[src/rtl/mips_program_loader.sv]
// Boot loader for pipe_MIPS32: takes a header/payload/checksum word stream, writes
// sections into unified memory, then releases the core at the terminator's entry PC.
module mips_program_loader #(
  parameter int ADDR_W = 10,
  parameter int DATA_W = 32
) (
  input  logic              clk1,
  input  logic              rst_n,
  input  logic              ld_valid,
  output logic              ld_ready,
  input  logic [DATA_W-1:0] ld_data,
  output logic              mem_we,
  output logic [ADDR_W-1:0] mem_addr,
  output logic [DATA_W-1:0] mem_wdata,
  output logic              cpu_run,
  output logic [DATA_W-1:0] pc_init,
  output logic              load_done,
  output logic              load_err,
  output logic [ADDR_W:0]   words_loaded
);

  // state  | meaning
  // S_HDR  | waiting for a section header or terminator
  // S_DATA | writing payload words of the current section
  // S_CHK  | expecting the section checksum word
  // S_DONE | load complete, core released (until reset)
  // S_ERR  | range or checksum failure, core held (until reset)
  typedef enum logic [2:0] {S_HDR, S_DATA, S_CHK, S_DONE, S_ERR} state_t;

  localparam logic [16:0] DEPTH = 17'(2 ** ADDR_W);

  state_t            state, state_nxt;
  logic              armed;
  logic              xfer;
  logic [15:0]       hdr_base;
  logic [15:0]       hdr_count;
  logic [16:0]       hdr_end;
  logic              term_ok;
  logic [ADDR_W-1:0] ptr;
  logic [15:0]       remaining;
  logic [DATA_W-1:0] acc;

  assign hdr_base  = ld_data[DATA_W-1 -: 16];
  assign hdr_count = ld_data[15:0];
  assign hdr_end   = {1'b0, hdr_base} + {1'b0, hdr_count};
  assign term_ok   = ({1'b0, hdr_base} < DEPTH);

  // armed keeps ready low until the first edge after reset release
  assign ld_ready  = armed & ((state == S_HDR) | (state == S_DATA) | (state == S_CHK));
  assign xfer      = ld_valid & ld_ready;
  assign cpu_run   = (state == S_DONE);
  assign load_done = (state == S_DONE);
  assign load_err  = (state == S_ERR);

  always_ff @(posedge clk1 or negedge rst_n) begin
    if (!rst_n) state <= S_HDR;
    else        state <= state_nxt;
  end

  always_comb begin
    state_nxt = state;
    case (state)
      S_HDR: begin
        if (xfer) begin
          if (hdr_count != 16'd0) state_nxt = (hdr_end <= DEPTH) ? S_DATA : S_ERR;
          else                    state_nxt = term_ok ? S_DONE : S_ERR;
        end
      end
      S_DATA: begin
        if (xfer && remaining == 16'd1) state_nxt = S_CHK;
      end
      S_CHK: begin
        if (xfer) state_nxt = (ld_data == acc) ? S_HDR : S_ERR;
      end
      default: state_nxt = state;
    endcase
  end

  always_ff @(posedge clk1 or negedge rst_n) begin
    if (!rst_n) begin
      armed        <= 1'b0;
      mem_we       <= 1'b0;
      mem_addr     <= '0;
      mem_wdata    <= '0;
      pc_init      <= '0;
      words_loaded <= '0;
      ptr          <= '0;
      remaining    <= '0;
      acc          <= '0;
    end else begin
      armed  <= 1'b1;
      mem_we <= 1'b0;
      if (xfer) begin
        case (state)
          S_HDR: begin
            acc       <= ld_data;
            ptr       <= hdr_base[ADDR_W-1:0];
            remaining <= hdr_count;
            if (hdr_count == 16'd0 && term_ok) pc_init <= DATA_W'(hdr_base);
          end
          S_DATA: begin
            mem_we    <= 1'b1;
            mem_addr  <= ptr;
            mem_wdata <= ld_data;
            ptr       <= ptr + 1'b1;
            acc       <= acc ^ ld_data;
            remaining <= remaining - 16'd1;
            if (words_loaded != '1) words_loaded <= words_loaded + 1'b1;
          end
          default: ;
        endcase
      end
    end
  end

endmodule

[config.mk]
export PLATFORM = sky130hd
export DESIGN_NAME = mips_program_loader
export DESIGN_NICKNAME = d
export VERILOG_FILES = /design/src/rtl/mips_program_loader.sv
export SDC_FILE = /design/constraint.sdc
export NUM_CORES = 1
export LEC_CHECK = 0
export BUFFER_PORTS_ARGS = -buffer_cell sky130_fd_sc_hd__buf_4
export CORE_MARGIN = 1
export CORE_UTILIZATION = 45
export DETAILED_ROUTE_END_ITERATION = 16
export PLACE_DENSITY = 0.66
export SLEW_MARGIN = 0
export SYNTH_ARGS = -nofsm -noshare
export SYNTH_HDL_FRONTEND = slang
export SYNTH_SLANG_ARGS = --single-unit
[constraint.sdc]
create_clock -name clk1 -period 2.9 [get_ports clk1]
set_input_delay 0.87 -clock clk1 [delete_from_list [all_inputs] [get_ports clk1]]
set_output_delay 0.87 -clock clk1 [all_outputs]
set_load 0.005 [all_outputs]
After elaboration in Yosys (flattened, before gate mapping) --
Cells that the tools add are included.
Word-level totals: flip-flop bits (word level) 132, input bits 35, output and inout bits 90, word-level logic and storage cells 56
Cells by class: add/sub/neg operators 4, order comparisons 2, eq/ne operators 10, multiplexer cells 13, bitwise operators 5, reduce and logical (&&, ||, !) cells 12
Operator list (count):
- 32-bit case mux with 2 select lines | 1
- 32-bit equality test | 1
- 16-bit case mux with 2 select lines | 1
- 32-bit bitwise XOR | 1
- 3-bit two-way mux | 7
- 10-bit case mux with 2 select lines | 1
- 16-bit by 16-bit adder with 17-bit output | 1
- 17-bit by 11-bit less-or-equal comparator with 1-bit output, second input constant | 1
- 16-bit by 1-bit equality test with 1-bit output, second input constant | 1
- 16-bit zero test | 1
- 16-bit by 11-bit < comparator with 1-bit output, second input constant | 1
- 16-bit nonzero test | 1
- 16-bit by 1-bit subtractor with 16-bit output, second input constant | 1
- 11-bit by 1-bit adder with 11-bit output, second input constant | 1
- 11-bit inequality test, second input constant | 1
- 10-bit by 1-bit adder with 10-bit output, second input constant | 1
- 3-bit case mux with 3 select lines | 1
- 3-bit by 2-bit equality test with 1-bit output, second input constant | 2
- 3-bit AND reduction | 2
- 2-bit inequality test, second input constant | 2
- 2-bit AND reduction | 2
- 4-bit AND reduction | 1
- 3-bit by 1-bit equality test with 1-bit output, second input constant | 1
- 3-bit equality test, second input constant | 1
- 8 further kinds | 12

Longest topological paths before layout --
Gate-level depths: netlist of run 1.
depth after elaboration 8, gate-level depth with buffers 10, gate-level depth less buffers 10

Least setup slack after synthesis of run 1 --
No wires, ideal clock.
kind input to register, start point input ld_data[0], end point register state[2], library setup time 0.124 ns, arrival 3.253 ns, data required time 2.776 ns, setup slack -0.477 ns, stages 10, buffers on the path 0, cell sequence ha_1 -> fa_1 -> a21o_1 -> a221oi_2 -> o31ai_4 -> a31oi_1 -> mux2i_1 -> nand4_1 -> o41a_1 -> a211o_1
On the way: word-level cells in the longest chain between the ends 6, elaborated cells on any way between the ends 10, those cells by class add/sub: 1; order compare: 1; eq/ne: 1; mux: 6; reduce/logical: 1
Ends and longest elaborated chain:
- from (decl) | line 11 | input logic [DATA_W-1:0] ld_data,
- 16-bit by 16-bit adder with 17-bit output | line 45 | assign hdr_end = {1'b0, hdr_base} + {1'b0, hdr_count};
- 17-bit by 11-bit less-or-equal comparator with 1-bit output | line 65 | if (hdr_count != 16'd0) state_nxt = (hdr_end <= DEPTH) ? S_DATA : S_ERR;
- 3-bit two-way mux (2 in series) | line 65
- 3-bit two-way mux | line 64 | if (xfer) begin
- 3-bit case mux with 3 select lines * | line 62 | case (state)
- to (signal assigned) | line 57 | else state <= state_nxt;
- to (decl) | line 32 | state_t state, state_nxt;
Every way passes the cells marked *; elsewhere a longest branch is shown, timed or not. The select of a mux whose other input is x is not followed. A chain may end at the register's enable or synchronous reset.

Worst setup path in the final report of run 1 --
Same ends and word-level chain as after synthesis.

==> reports/metrics.csv, run 1 <==
metric,value,unit
buffer depth of the longest clock path,2,
WP data required,3220,ps
Synth top area share,0.4662,
first-pass GRT wire length,35070,um
Tcrit/Tclk final,1.013,
final max-slew violation count,0,
gr usage total,0.2873,
post-layout util,0.6041,
"top cells by area, synth","dfrtp_1, nand2_1, o21ai_0",
gr busiest metal,met2,
final net count,995,
Die Wd,127.5,um
unrepaired setup endpoints after global routing,true,
# IOs,125,
Placer Congestion,0.9289,
Mean Syn Cell Area,9.154,sq um
Yosys warnings,0,
Antenna Nets Post-Route,0,
Core Rows,45,
DRC violations left,0,
worst hold margin,394.0,ps
failing checks,setup timing,
status,finished with violations,
cell count after synthesis,774,
Initial DRT Pass Iterations,5,
fillcell total,1329,
CORE AREA,15260,sq um
CP max stage cell,fa_2,
final hold violation count,0,
main flop type after synthesis,dfrtp_1,
worst setup margin,-38.46,ps
Sink Count,132,
First DRT Iteration DRCs,387,
DP Wirelength,16090,um
CTS tree,yes,
ANT cells,0,
crit path cell chain,"buf_8, ha_4, fa_2, a21o_1, a221oi_4, buf_4, mux2_4, nor3_4, a31oi_1, o41a_1, a211o_1",
PD cells,672.6,nW/um^2
peak supply drop,411.7,uV
antenna violations before repair,0,
ys async rst share,1.000,
largest net degree at the start of global routing,52,
Clock Skew,7.560,ps
clock slew at reported path FFs,60,ps
grt met2 use,0.4352,
synthesized cell area,7086,sq um
Seq. cell area,3303,sq um
WP data arrival,3250,ps
Hold Crit Class,in2async,
hold buffers post-CTS,0,
Crit path largest cell delay,340,ps
LEAKAGE,0.004455,uW
Yosys reg bits,132,
"commonest non-fill, non-tap cell in the layout",buf_4,
via count,6485,
slew margin rel.,0.3279,
Total Power,6199,uW
cell taking the most area after synthesis,dfrtp_1,
Worst setup EP type,register,
setup TNS,-38.46,ps
Critical Path Start Type,primary input,
Yosys cell types,55,
Routed WL per cell,18.80,um
most frequent cells in the layout,"buf_4, nand2_1, dfrtp_1",
Fmax,340.3,MHz
Via-to-Cell Ratio,5.576,
area grow syn2layout,30.09,%
Num CTS Buffers,17,
"Seq/Total Area, Yosys",0.4662,
Detailed Route WL,21870,um
Tmin final,2938,ps
"critical path fanouts, max",2,
H-tree Lvls,4,
vias in the first global route,6314,
Post-synth EDFFs,0,
share of layout cells above drive strength 1,0.2563,
Vert. Die Dim,127.5,um
root buffer cell,clkbuf_16,
Setup Crit Path Kind,in2reg,
Worst-Skew Late Latency,430,ps
Initial Util,0.4644,
met3 GRT Util,0.04564,
area taken by multi-input logic gates,3592,sq um
leftover overflow at the end of global routing,0,
Die ar.,16250,sq um
grt met1 use,0.4045,
Setup Viol. Count Final,1,
# Max-Cap Violations,0,
I/O Buffers,108,
Worst-Margin Slew,1008,ps
## layer usage
layer / vias up / wire, um
li1: 3053 / -
met1: 3168 / 10300
met4: 0 / 773
met2: 219 / 9754
met3: 45 / 1037
met5: - / 0
## Yosys cell counts (14+ instances only)
library cell / n
xnor2_1: 41
nand3_1: 14
nor3_1: 14
clkbuf_1: 31
o21ai_0: 83
a21oi_1: 46
a32o_1: 16
nand4_1: 14
nor2_1: 38
nand2_1: 159
ha_1: 20
dfrtp_1: 132
buf_4: 17
## power breakdown
part,switching [uW],internal (uW),total [uW]
sequential,394,2220,2610
clock,900,1300,2200
combinational,730,662,1390
## through the flow
stage                     setup WS [ps]  instances  area [sq um]
after global placement           -507.5       1129          8589
after global routing             -157.2       1163          9218
final                            -38.46       1163          9218
after CTS                        -15.72       1163          9218
after detailed placement         -530.4       1129          8589
after floorplan                  -224.7        789          7177
## state kept, by name, summed over array words and instances, names as in the netlist
register,cells
remaining,16
mem_wdata,32
mem_we,1
pc_init,16
words_loaded,11
acc,32
armed,1
state,3
mem_addr,10
ptr,10
## path summary, 6_finish.rpt
path	start	end	slack, ps	cells after the start
max	ld_data[0]	state[2]	-40	11
min	rst_n	mem_addr[2]	390	1
max reg2reg	state[2]	words_loaded[5]	640	7
min reg2reg	mem_addr[7]	mem_addr[7]	470	2
max in group asynchronous	rst_n	remaining[10]	1800	2
min in group clk1	mem_addr[7]	mem_addr[7]	470	2
## cells by family after synthesis
logic type	after synthesis	share of synthesized area
AOI/OAI and AO/OA	210	0.1907
xor gates and xnor gates	52	0.06428
adders and majority gates	21	0.03814
buffers and inverters	64	0.04308
DFF	132	0.4662
muxes	14	0.02190
other	2	0.001060
and+or+nand+nor	279	0.1746
## layout make-up
cell class                      count  share of cell area
Multi-Input combinational cell    593              0.3897
Clock buffer                       18             0.04764
Inverter                           10            0.004072
Clock inverter                     14             0.01656
Timing Repair Buffer              185              0.1550
Tap cell                          211             0.02864
Sequential cell                   132              0.3584
## worst max-delay path: cells and delay by family
kind / cells / cell delay (ps)
fa+ha+maj: 2 / 500
simple gates: 1 / 120
compound gates: 5 / 1180
mux: 1 / 300
buf+inv: 2 / 280
## what timing repair did
item / 4_1_cts / 5_1_grt
buffers inserted: 2 / 0
pin swaps: 8 / 0
resized for setup: 5 / 0
endpoints found under the setup margin: 2 / 2
Power figures use the tool's default switching activity.
==> run 2, diff against run 1 <==
- RECOVER_POWER: default -> 25
==> run 2 against run 1 <==
The flow still finishes with violations (setup timing). Final cell count did not move. Global-route usage unchanged. First-iteration DRC count down 1.6%.
==> reports/metrics.csv, run 2 (synthesis gave the netlist of run 1 again) <==
metric,value,unit,change
status,finished with violations,,
failing checks,setup timing,,
clock slew at reported path FFs,60,ps,about the same
I/O Buffers,108,,unchanged
largest net degree at the start of global routing,52,,unchanged
slew margin rel.,0.08002,,-0.2479
r2r setup slk,630,ps,about the same
dpl ws,-530.4,ps,unchanged
WHS Path Cells,2,,
Worst setup EP type,register,,
Antenna Nets Post-Route,0,,unchanged
Vert. Die Dim,127.5,um,unchanged
hold buffers post-CTS,0,,unchanged
Setup Viol. Count Final,1,,unchanged
area taken by multi-input logic gates,3592,sq um,unchanged
Seq. cell area,3303,sq um,unchanged
Num CTS Buffers,17,,unchanged
Critical Path Start Type,primary input,,
PD cells,673.1,nW/um^2,about the same
Die ar.,16250,sq um,unchanged
Worst-Skew Late Latency,430,ps,about the same
P_sw,2018,uW,-0.28%
final max-slew violation count,0,,unchanged
Sink Count,132,,unchanged
Fmax,339.8,MHz,-0.14%
Tcrit/Tclk final,1.015,,+0.001446
final net count,995,,unchanged
Worst-Margin Slew,1380,ps,+371.9 ps
Initial Util,0.4644,,unchanged
CTS tree,yes,,
Initial DRT Pass Iterations,5,,unchanged
R2R depth,7,,unchanged
"critical path fanouts, max",2,,unchanged
DRC violations left,0,,unchanged
first-pass GRT wire length,35070,um,unchanged
"commonest non-fill, non-tap cell in the layout",buf_4,,
switch share,0.3260,,-0.0004505
Via-to-Cell Ratio,5.572,,about the same
post-layout util,0.6027,,-0.001394
WP data required,3210,ps,about the same
Die Wd,127.5,um,unchanged
most frequent cells in the layout,"buf_4, nand2_1, dfrtp_1",,
fillcell total,1331,,+0.15%
via count,6480,,-0.077%
Clock Skew,9.466,ps,+1.906 ps
Hold Crit Class,reg2reg,,
R2R Path End,words_loaded[5],,
setup TNS,-42.65,ps,-4.193 ps
peak supply drop,409.6,uV,-0.50%
worst hold start,mem_addr[7],,
clock share of power,0.354,,about the same
WP data arrival,3260,ps,about the same
antenna violations before repair,0,,unchanged
Placer Congestion,0.9289,,unchanged
gr usage total,0.2873,,unchanged
leftover overflow at the end of global routing,0,,unchanged
Combinational Power Share,0.224,,about the same
ANT cells,0,,unchanged
Total Power,6190,uW,-0.15%
Int Pwr,4172,uW,about the same
Routed WL per cell,18.76,um,-0.21%
unrepaired setup endpoints after global routing,true,,
Top Registers,"acc (32), mem_wdata (32)",,
DP Wirelength,16090,um,unchanged
Tmin final,2943,ps,+4.193 ps
worst setup margin,-42.65,ps,-4.193 ps
buffer depth of the longest clock path,2,,unchanged
# IOs,125,,unchanged
CORE AREA,15260,sq um,unchanged
share of layout cells above drive strength 1,0.2563,,unchanged
# Max-Cap Violations,0,,unchanged
R2R Path Start,state[2],,
Detailed Route WL,21820,um,-0.21%
Core Rows,45,,unchanged
area grow syn2layout,29.79,%,
root buffer cell,clkbuf_16,,
H-tree Lvls,4,,unchanged
Setup Crit Path Kind,in2reg,,
First DRT Iteration DRCs,381,,-1.6%
hold endpoint,mem_addr[7],,
final hold violation count,0,,unchanged
sequential share of power,0.422,,about the same
LEAKAGE,0.004448,uW,-0.16%
vias in the first global route,6314,,unchanged
run 2: critical path: stages:
cell,delay [ps]
buf_8,110
ha_4,160
fa_2,340
a21o_1,200
a221oi_4,330
buf_4,180
mux2_4,300
nor3_4,120
a31oi_1,120
o41a_1,310
a211o_1,220
run 2: metrics by stage:
stage | area (sq um) | hold WS, ps | cells
after floorplan | 7177 | 450.3 | 789
after global placement | 8589 | 458.5 | 1129
after detailed placement | 8589 | 464.5 | 1129
after CTS | 9218 | 412.5 | 1163
after global routing | 9196 | 495.3 | 1163
final | 9196 | 472.8 | 1163
run 2: worst max path at each step:
stage / startpoint / end / slack [ps] / depth (start not counted)
after global routing: ld_data[0] / state[2] / -160 / 11
after global placement: ld_data[0] / state[2] / -510 / 11
after detailed placement: ld_data[0] / state[2] / -530 / 11
after CTS: ld_data[0] / state[2] / -20 / 11
final: ld_data[0] / state[2] / -40 / 11
after floorplan: ld_data[0] / state[2] / -220 / 9
run 2: final cells by class:
class,count,share of cell area
Inverter,10,0.004082
Clock buffer,18,0.04776
Tap cell,211,0.02871
Clock inverter,14,0.01660
Multi-Input combinational cell,593,0.3906
Sequential cell,132,0.3592
Timing Repair Buffer,185,0.1531
run 2: routing by layer:
layer / global-route usage / vias to the layer above / wire [um] / share of wire
li1: - / 3057 / - / -
met5: 0 / - / 0 / 0
met2: 0.4352 / 231 / 9834 / 0.45
met4: 0.1331 / 0 / 726 / 0.033
met1: 0.4045 / 3150 / 10090 / 0.46
met3: 0.04564 / 42 / 1168 / 0.054
run 2: power groups by stage:
stage | combinational, uW | clock (uW) | sequential (uW)
after global placement | 1330 | 0 | 2600
after detailed placement | 1370 | 0 | 2630
after floorplan | 876 | 0 | 2540
after global routing | 1540 | 2290 | 2670
final | 1390 | 2190 | 2610
after CTS | 1380 | 2210 | 2600
run 2: timing repair:
action | 4_1_cts | 5_1_grt
endpoints found under the hold margin | 0 | 0
pin swaps | 8 | 0
setup buffers | 2 | 0
setup endpoints to repair | 2 | 2
resized for setup | 5 | 0
